[src/rtl/sdcard_writeback.sv]
// Streams NUM_WORDS 128-bit RAM words to an SD card controller as 512-byte single-block writes,
// low byte of each word first, using a 4-phase byte handshake.
module sdcard_writeback #(
    parameter logic [21:0] NUM_WORDS   = 22'h000400,
    parameter logic [31:0] START_BLOCK = 32'h00000000
) (
    input  logic         clk50,
    input  logic         reset_n,
    input  logic         start,
    output logic         busy,
    output logic         done,
    output logic         error,
    output logic [15:0]  error_code,
    output logic         ram_re,
    output logic [21:0]  ram_address,
    input  logic [127:0] ram_rdata,
    input  logic         ram_rvalid,
    output logic         sd_wr,
    output logic [31:0]  sd_addr,
    output logic [7:0]   sd_data,
    output logic         sd_hndshk_i,
    input  logic         sd_hndshk_o,
    input  logic         sd_busy,
    input  logic [15:0]  sd_error
);
    localparam logic [3:0] S_IDLE      = 4'd0;
    localparam logic [3:0] S_INIT      = 4'd1;
    localparam logic [3:0] S_BLK_START = 4'd2;
    localparam logic [3:0] S_FETCH     = 4'd3;
    localparam logic [3:0] S_SEND      = 4'd4;
    localparam logic [3:0] S_ACK       = 4'd5;
    localparam logic [3:0] S_BLK_END   = 4'd6;
    localparam logic [3:0] S_DONE      = 4'd7;
    localparam logic [3:0] S_ERROR     = 4'd8;

    logic [3:0]   state_q, state_d;
    logic [21:0]  word_cnt_q, word_cnt_d;
    logic [3:0]   byte_idx_q, byte_idx_d;
    logic [127:0] shift_q, shift_d;
    logic [15:0]  err_code_q, err_code_d;
    logic [31:0]  sd_addr_q, sd_addr_d;
    logic         busy_q, done_q, error_q, ram_re_q, sd_wr_q, hndshk_q;

    // Next-state and datapath update
    always_comb begin
        state_d    = state_q;
        word_cnt_d = word_cnt_q;
        byte_idx_d = byte_idx_q;
        shift_d    = shift_q;
        err_code_d = err_code_q;
        sd_addr_d  = sd_addr_q;
        case (state_q)
            S_IDLE: begin
                if (start) state_d = S_INIT;
                else       state_d = S_IDLE;
            end
            S_INIT: begin
                if (!sd_busy) begin
                    if (sd_error != 16'h0000)        state_d = S_ERROR;
                    else if (NUM_WORDS == 22'd0)     state_d = S_DONE;
                    else                             state_d = S_BLK_START;
                end else begin
                    state_d = S_INIT;
                end
            end
            S_BLK_START: begin
                if (sd_busy) state_d = S_FETCH;
                else         state_d = S_BLK_START;
            end
            S_FETCH: begin
                if (ram_rvalid) begin
                    shift_d    = ram_rdata;
                    byte_idx_d = 4'd0;
                    state_d    = S_SEND;
                end else begin
                    state_d = S_FETCH;
                end
            end
            S_SEND: begin
                if (sd_hndshk_o) state_d = S_ACK;
                else             state_d = S_SEND;
            end
            S_ACK: begin
                if (!sd_hndshk_o) begin
                    if (byte_idx_q != 4'd15) begin
                        byte_idx_d = byte_idx_q + 4'd1;
                        shift_d    = {8'h00, shift_q[127:8]};
                        state_d    = S_SEND;
                    end else begin
                        word_cnt_d = word_cnt_q + 22'd1;
                        if (word_cnt_q[4:0] == 5'd31) state_d = S_BLK_END;
                        else                          state_d = S_FETCH;
                    end
                end else begin
                    state_d = S_ACK;
                end
            end
            S_BLK_END: begin
                if (!sd_busy) begin
                    if (sd_error != 16'h0000)           state_d = S_ERROR;
                    else if (word_cnt_q == NUM_WORDS)   state_d = S_DONE;
                    else                                state_d = S_BLK_START;
                end else begin
                    state_d = S_BLK_END;
                end
            end
            S_DONE:  state_d = S_DONE;
            S_ERROR: state_d = S_ERROR;
            default: state_d = S_IDLE;
        endcase

        if ((state_d == S_ERROR) && (state_q != S_ERROR)) err_code_d = sd_error;
        else                                              err_code_d = err_code_q;

        // Block address is captured once per block so it cannot move while the card is writing
        if ((state_d == S_BLK_START) && (state_q != S_BLK_START))
            sd_addr_d = START_BLOCK + {15'd0, word_cnt_d[21:5]};
        else
            sd_addr_d = sd_addr_q;
    end

    // State, datapath and output registers; outputs decode the next state so they align with state_q
    always_ff @(posedge clk50 or negedge reset_n) begin
        if (!reset_n) begin
            state_q    <= S_IDLE;
            word_cnt_q <= 22'd0;
            byte_idx_q <= 4'd0;
            shift_q    <= 128'd0;
            err_code_q <= 16'h0000;
            sd_addr_q  <= 32'd0;
            busy_q     <= 1'b0;
            done_q     <= 1'b0;
            error_q    <= 1'b0;
            ram_re_q   <= 1'b0;
            sd_wr_q    <= 1'b0;
            hndshk_q   <= 1'b0;
        end else begin
            state_q    <= state_d;
            word_cnt_q <= word_cnt_d;
            byte_idx_q <= byte_idx_d;
            shift_q    <= shift_d;
            err_code_q <= err_code_d;
            sd_addr_q  <= sd_addr_d;
            busy_q     <= (state_d != S_IDLE) && (state_d != S_DONE) && (state_d != S_ERROR);
            done_q     <= (state_d == S_DONE);
            error_q    <= (state_d == S_ERROR);
            ram_re_q   <= (state_d == S_FETCH);
            sd_wr_q    <= (state_d == S_BLK_START);
            hndshk_q   <= (state_d == S_SEND);
        end
    end

    assign busy        = busy_q;
    assign done        = done_q;
    assign error       = error_q;
    assign error_code  = err_code_q;
    assign ram_re      = ram_re_q;
    assign ram_address = word_cnt_q;
    assign sd_wr       = sd_wr_q;
    assign sd_addr     = sd_addr_q;
    assign sd_data     = shift_q[7:0];
    assign sd_hndshk_i = hndshk_q;
endmodule

[config.mk]
export PLATFORM = sky130hd
export DESIGN_NAME = sdcard_writeback
export DESIGN_NICKNAME = d
export VERILOG_FILES = /design/src/rtl/sdcard_writeback.sv
export SDC_FILE = /design/constraint.sdc
export NUM_CORES = 1
export LEC_CHECK = 0
export CORE_MARGIN = 2
export CORE_UTILIZATION = 49
export CTS_CLUSTER_SIZE = 12
export DETAILED_ROUTE_END_ITERATION = 12
export PLACE_DENSITY = 0.86
export SLEW_MARGIN = 20
export SYNTH_ARGS = -nofsm -noshare
export SYNTH_HDL_FRONTEND = slang
export SYNTH_SLANG_ARGS = --single-unit
export TNS_END_PERCENT = 10
[constraint.sdc]
create_clock -name clk50 -period 2.9 [get_ports clk50]
set_clock_uncertainty 0.2 [all_clocks]
set_input_delay 0.58 -clock clk50 [delete_from_list [all_inputs] [get_ports clk50]]
set_output_delay 0.58 -clock clk50 [all_outputs]
set_load 0.005 [all_outputs]
# Yosys cells after proc, flatten, opt, wreduce, memory -nomap -nowiden
# Cells that the tools add are included.
# word_totals
register_bits	197
input_bits	150
output_inout_bits	84
# op_classes
n_addsub	2
eq_ne	23
muxes	24
bitwise	2
n_reduce_logical	10
# op_table
cell	count
2-to-1 mux 128 bit	3
one-hot mux 128 bit (2 select lines)	1
2-to-1 mux 22 bit	3
one-hot mux 4 bit (9 select lines)	1
2-to-1 mux 4 bit	8
== test 4 x 3 -> 1 bit, second input constant	6
adder 22 x 1 -> 22 bit, second input constant	1
== test 22 x 11 -> 1 bit, second input constant	1
== test 4 x 2 -> 1 bit, second input constant	4
nonzero test 16 bit	1
2-to-1 mux 3 bit	4
inequality test 4 bit, second input constant	3
== test 4 bit, second input constant	2
one-hot mux 4 bit (2 select lines)	1
inequality test 2 bit, second input constant	3
== test 5 bit, second input constant	1
adder 4 x 1 -> 4 bit, second input constant	1
== test 4 x 1 -> 1 bit, second input constant	1
logical AND 1 bit	4
zero test 4 bit	1
inequality test 4 x 2 -> 1 bit, second input constant	1
inequality test 4 x 3 -> 1 bit, second input constant	1
AND reduction 4 bit	1
nonzero test 4 bit	1
other kinds (4)	7

# Logic depth before layout (Yosys ltp)
# Gate-level depths: netlist (run 1).
# logic_depth
ltp_word	8
ltp_mapped	10
ltp_nobuf	10

# Worst setup path before layout (run 1)
# OpenSTA, ideal clock, no wires.
# synth_path
kind	register to register
startpoint	register word_cnt_q[0] (netlist: ram_address[0])
endpoint	register sd_addr_q[10] (netlist: sd_addr[10])
setup_time_ns	0.125
arrival_ns	2.223
t_required_ns	2.575
setup_slack_ns	0.352
stages_incl_launch_ff	11
path_buffers	1
period_less_slack_ns	2.548
path_cell_list	dfrtp_1 > ha_1 > nand3_1 > inv_1 > ha_1 > nor3_1 > or3_1 > or2_1 > nand4b_4 > buf_6 > mux2_4
# synth_between
elab_chain_len	7
word_cells_on_any_way	15
classes_between	1 x add/sub; 3 x eq/ne; 10 x mux; 1 x reduce/logical
# synth_lines
element	line_no	source
start, declared	37	logic [21:0] word_cnt_q, word_cnt_d;
start signal, assigned	139	word_cnt_q <= word_cnt_d;
== test 22 x 11 -> 1 bit / == test 5 bit (equally long branches)	101, 91	
2-to-1 mux 3 bit, on equally long branches	101, 91	
2-to-1 mux 4 bit / 2-to-1 mux 3 bit (equally long branches)	100, 85	
2-to-1 mux 4 bit, on equally long branches	99, 84	
one-hot mux 4 bit (9 select lines)	52	case (state_q)
== test 4 x 2 -> 1 bit	116	if ((state_d == S_BLK_START) && (state_q != S_BLK_START))
logical AND 1 bit	116	
end signal, assigned	143	sd_addr_q <= sd_addr_d;
end, declared	41	logic [31:0] sd_addr_q, sd_addr_d;
# Several ways; a longest one is shown, not always the timed one.
# A chain may end at the register's enable or synchronous reset.

# Worst setup path in the final report (run 1)
# layout_path
startpoint	register word_cnt_q[1] (netlist: ram_address[1])
endpoint	register sd_addr_q[4] (netlist: sd_addr[4])
# The elaborated chain is that of the path after synthesis.

==> results of run 1 <==
per-layer routing:
| metal | global-route usage | vias up | wire length [um] |
|---|---|---|---|
| met1 | 0.325 | 3771 | 9810 |
| met3 | 0.0379 | 44 | 1470 |
| met4 | 0.0700 | 0 | 505 |
| met5 | 0 | - | 0 |
| met2 | 0.390 | 314 | 11600 |
| li1 | - | 3630 | - |
synth_stat cells, types with 4 or more instances:
cell type  count  area [sq um]
mux2_4        10           150
mux2_2        21           236
ha_1           4          50.1
and3_1         5          31.3
nand2_1      138           518
xnor2_1       19           166
nor4_1         5          31.3
nor2_1       129           484
a22o_1         8          70.1
a21oi_1      125           626
inv_1          6          22.5
o21ai_0      127           636
nand4_1        9          56.3
clkbuf_1      44           165
nor4_2         4          50.1
buf_4         25           188
dfrtp_1      197          4930
buf_2         14          70.1
nand3_1       13          65.1
nor3_1         6          30.0
critical path, delay by kind of cell (launching register included):
family | cells | cell delay [ps]
adder cells (fa/ha/maj) | 2 | 410
AND/OR/NAND/NOR | 5 | 940
multiplexers | 1 | 310
buffers and inverters | 2 | 310
flip-flops | 1 | 450
per-stage QoR:
stage          power [uW]  TNS [ps]
2_1_floorplan        6420         0
3_3_place_gp         7590     -2730
3_5_place_dp         7780     -2310
4_1_cts             10100         0
5_1_grt             10700         0
6_report            10000         0
sequential cells by signal, summed over array words and instances (netlist names):
| name | count |
|---|---|
| busy | 1 |
| byte_idx_q | 4 |
| done | 1 |
| error | 1 |
| error_code | 16 |
| ram_address | 22 |
| ram_re | 1 |
| sd_addr | 17 |
| sd_hndshk_i | 1 |
| sd_wr | 1 |
| shift_q | 128 |
| state_q | 4 |
power groups by stage:
stage                     clock [uW]  sequential, uW  combinational, uW
after CTS                       2340            4430               3340
after detailed placement           0            4470               3300
after floorplan                    0            4300               2120
after global routing            2450            4570               3710
final                           2290            4440               3310
after global placement             0            4420               3170
worst paths after layout:
| check | slack, ps | startpoint | end |
|---|---|---|---|
| min in group asynchronous | 460 | reset_n | sd_addr[7]$_DFFE_PN0P_ |
| min | 300 | sd_addr[16]$_DFFE_PN0P_ | sd_addr[16]$_DFFE_PN0P_ |
| min reg2reg | 300 | sd_addr[16]$_DFFE_PN0P_ | sd_addr[16]$_DFFE_PN0P_ |
| max | 140 | ram_address[1]$_DFFE_PN0P_ | sd_addr[4]$_DFFE_PN0P_ |
| max reg2reg | 140 | ram_address[1]$_DFFE_PN0P_ | sd_addr[4]$_DFFE_PN0P_ |
| max in group asynchronous | 1230 | reset_n | error_code[12]$_DFFE_PN0P_ |
what timing repair did:
item                      in CTS  in global routing
hold endpoints to repair      52                  0
resized for setup              0                  0
hold buffers                   1                  0
logic make-up after synthesis:
group,after synthesis,synth area share
and+or+nand+nor,339,0.169
muxes,34,0.0465
AOI/OAI and AO/OA,268,0.158
adders and majority gates,4,0.00555
xor gates and xnor gates,22,0.0214
other,1,0.000416
buffers and inverters,92,0.0523
DFF,197,0.547
cells in the final DEF, fill, tap and decap left out, types with 3 or more instances in the layout:
cell type	instances
clkdlybuf4s50_1	217
dfrtp_1	197
nand2_1	138
nor2_1	129
o21ai_0	127
a21oi_1	125
mux2_2	21
buf_4	20
xnor2_1	19
clkbuf_16	17
conb_1	15
nand3_1	12
buf_12	11
mux2_4	10
nand4_1	9
a22o_1	8
inv_1	6
nor3_1	6
nor4_1	5
and3_1	5
nor4_2	4
ha_1	4
inv_6	4
clkinvlp_4	4
nand3b_1	3
nor2b_1	3
nand2b_1	3
and4_1	3
xor2_1	3
final cells by class:
cell class / count / share of cell area
timing repair buffer: 250 / 0.212
sequential: 197 / 0.408
antenna: 1 / 0.000207
tap: 229 / 0.0237
clock inverter: 14 / 0.0116
multi-input combinational: 682 / 0.307
clock buffer: 18 / 0.0355
inverter: 6 / 0.00186
==> metrics, run 1 <==
status finished clean; post-route ant nets 0; Synth Register Bits 197; initial antenna violation count 1; Final Cell Area 0.0121 sq mm; critical setup path kind flip-flop to flip-flop; endpoint type of the worst setup path flip-flop; Reg2Reg Depth 10; CTS Root Cell clkbuf_16; max cap viols 0; Power Density 831 mW/mm^2; Sw Ratio 0.331; Die W 140 um; Fin. Hold Viols 0; Slew headroom 0.338; VDD IR max ~0.00054 V; post-DR wirelength/cell 16.7 um; Arr. time, crit path 2880 ps; Post-Layout Cell Count between 1,000 and 1,500; ys flop type dfrtp_1; Yosys cell types 50; cell-internal power 6710 uW; post-layout util 0.670; Hold WS between 300 and 400 ps; synthesized cell area 0.00901 sq mm; post-place instance area 0.0115 sq mm; drt drc 0; Clock transition at path regs 70 ps; total grt overflow 0; Starting DRT DRC Count 467; CP max stage delay 450 ps; vias per cell 5.55; worst-path cell chain ha_1 > nand3_1 > inv_1 > ha_1 > nor3_1 > or3_1 > or2_1 > nand4b_4 > buf_12 > mux2_1; Max Slew Vio Count 0; worst-path fanout max 17; multi-input logic area 0.00371 sq mm; worst min-delay path class flip-flop to flip-flop; register area ~0.0049 sq mm; final worst slack 137 ps; Starting Density 0.500; placed insts 1,363; sequential area share after synthesis 0.547; Hold Crit Depth 1; clock sink count slightly below 200; Std-Cell Rows 49; Post-Syn Area per Cell between 9 and 10 sq um; Total GRT Usage 0.236; hpwl dp 16,100 um; number of setup violations in the final report 0; DR vias 7,759; die height 140 um; Post-Synthesis Cells 957; H-tree levels 4; Num CTS Buffers 17; first-pass GRT wire length approximately 37,000 um; pre-CTS WS -167 ps; # fillers 1,364; Flop pwr share 0.443; number of global-route vias before repair between 7,000 and 8,000; Final Cycle Share 0.953; largest net degree at the start of global routing approximately 120; layout cells sized above 1 0.0934; DRT Wirelength 23,300 um; f_max 362 MHz; PortBufs 218; I/O pins 234; YS warnings 0; ys async rst share 1.00; CORE AREA about 0.018 sq mm; fin crit period around 2800 ps; CP max stage cell dfrtp_1; Comb pwr share 0.329; Longest Clk Path Bufs 2; clock latency on the worst-skew pair 430 ps; Final nets 1,308; CP startpoint kind flip-flop; WP data required 3010 ps; CTS tree built; die area between 0.015 and 0.02 sq mm; Routability Congestion between 0.8 and 0.9; Post-CTS Setup Inserts 0; LEAKAGE 0.00536 uW; Pre-Repair DR Iteration Count 5; Worst-Margin Slew 992 ps; CP dominant cell by count ha_1; P_sw 3320 uW; area grow syn2layout 34.0%; part of the power in the clock network 0.228; RSZ-0062 raised after global routing false; number of synthesized flops with an enable pin 0
Power figures use the tool's default switching activity.
==> inputs of run 2 (changes only) <==
--- a/config.mk
+++ b/config.mk
@@ -10,6 +10,7 @@
 export CTS_CLUSTER_SIZE = 12
 export DETAILED_ROUTE_END_ITERATION = 12
 export PLACE_DENSITY = 0.86
+export SKIP_LAST_GASP = 1
 export SLEW_MARGIN = 20
 export SYNTH_ARGS = -nofsm -noshare
 export SYNTH_HDL_FRONTEND = slang
==> results of run 2 <==
The final DEF is identical to that of run 1; final timing and power are the same.
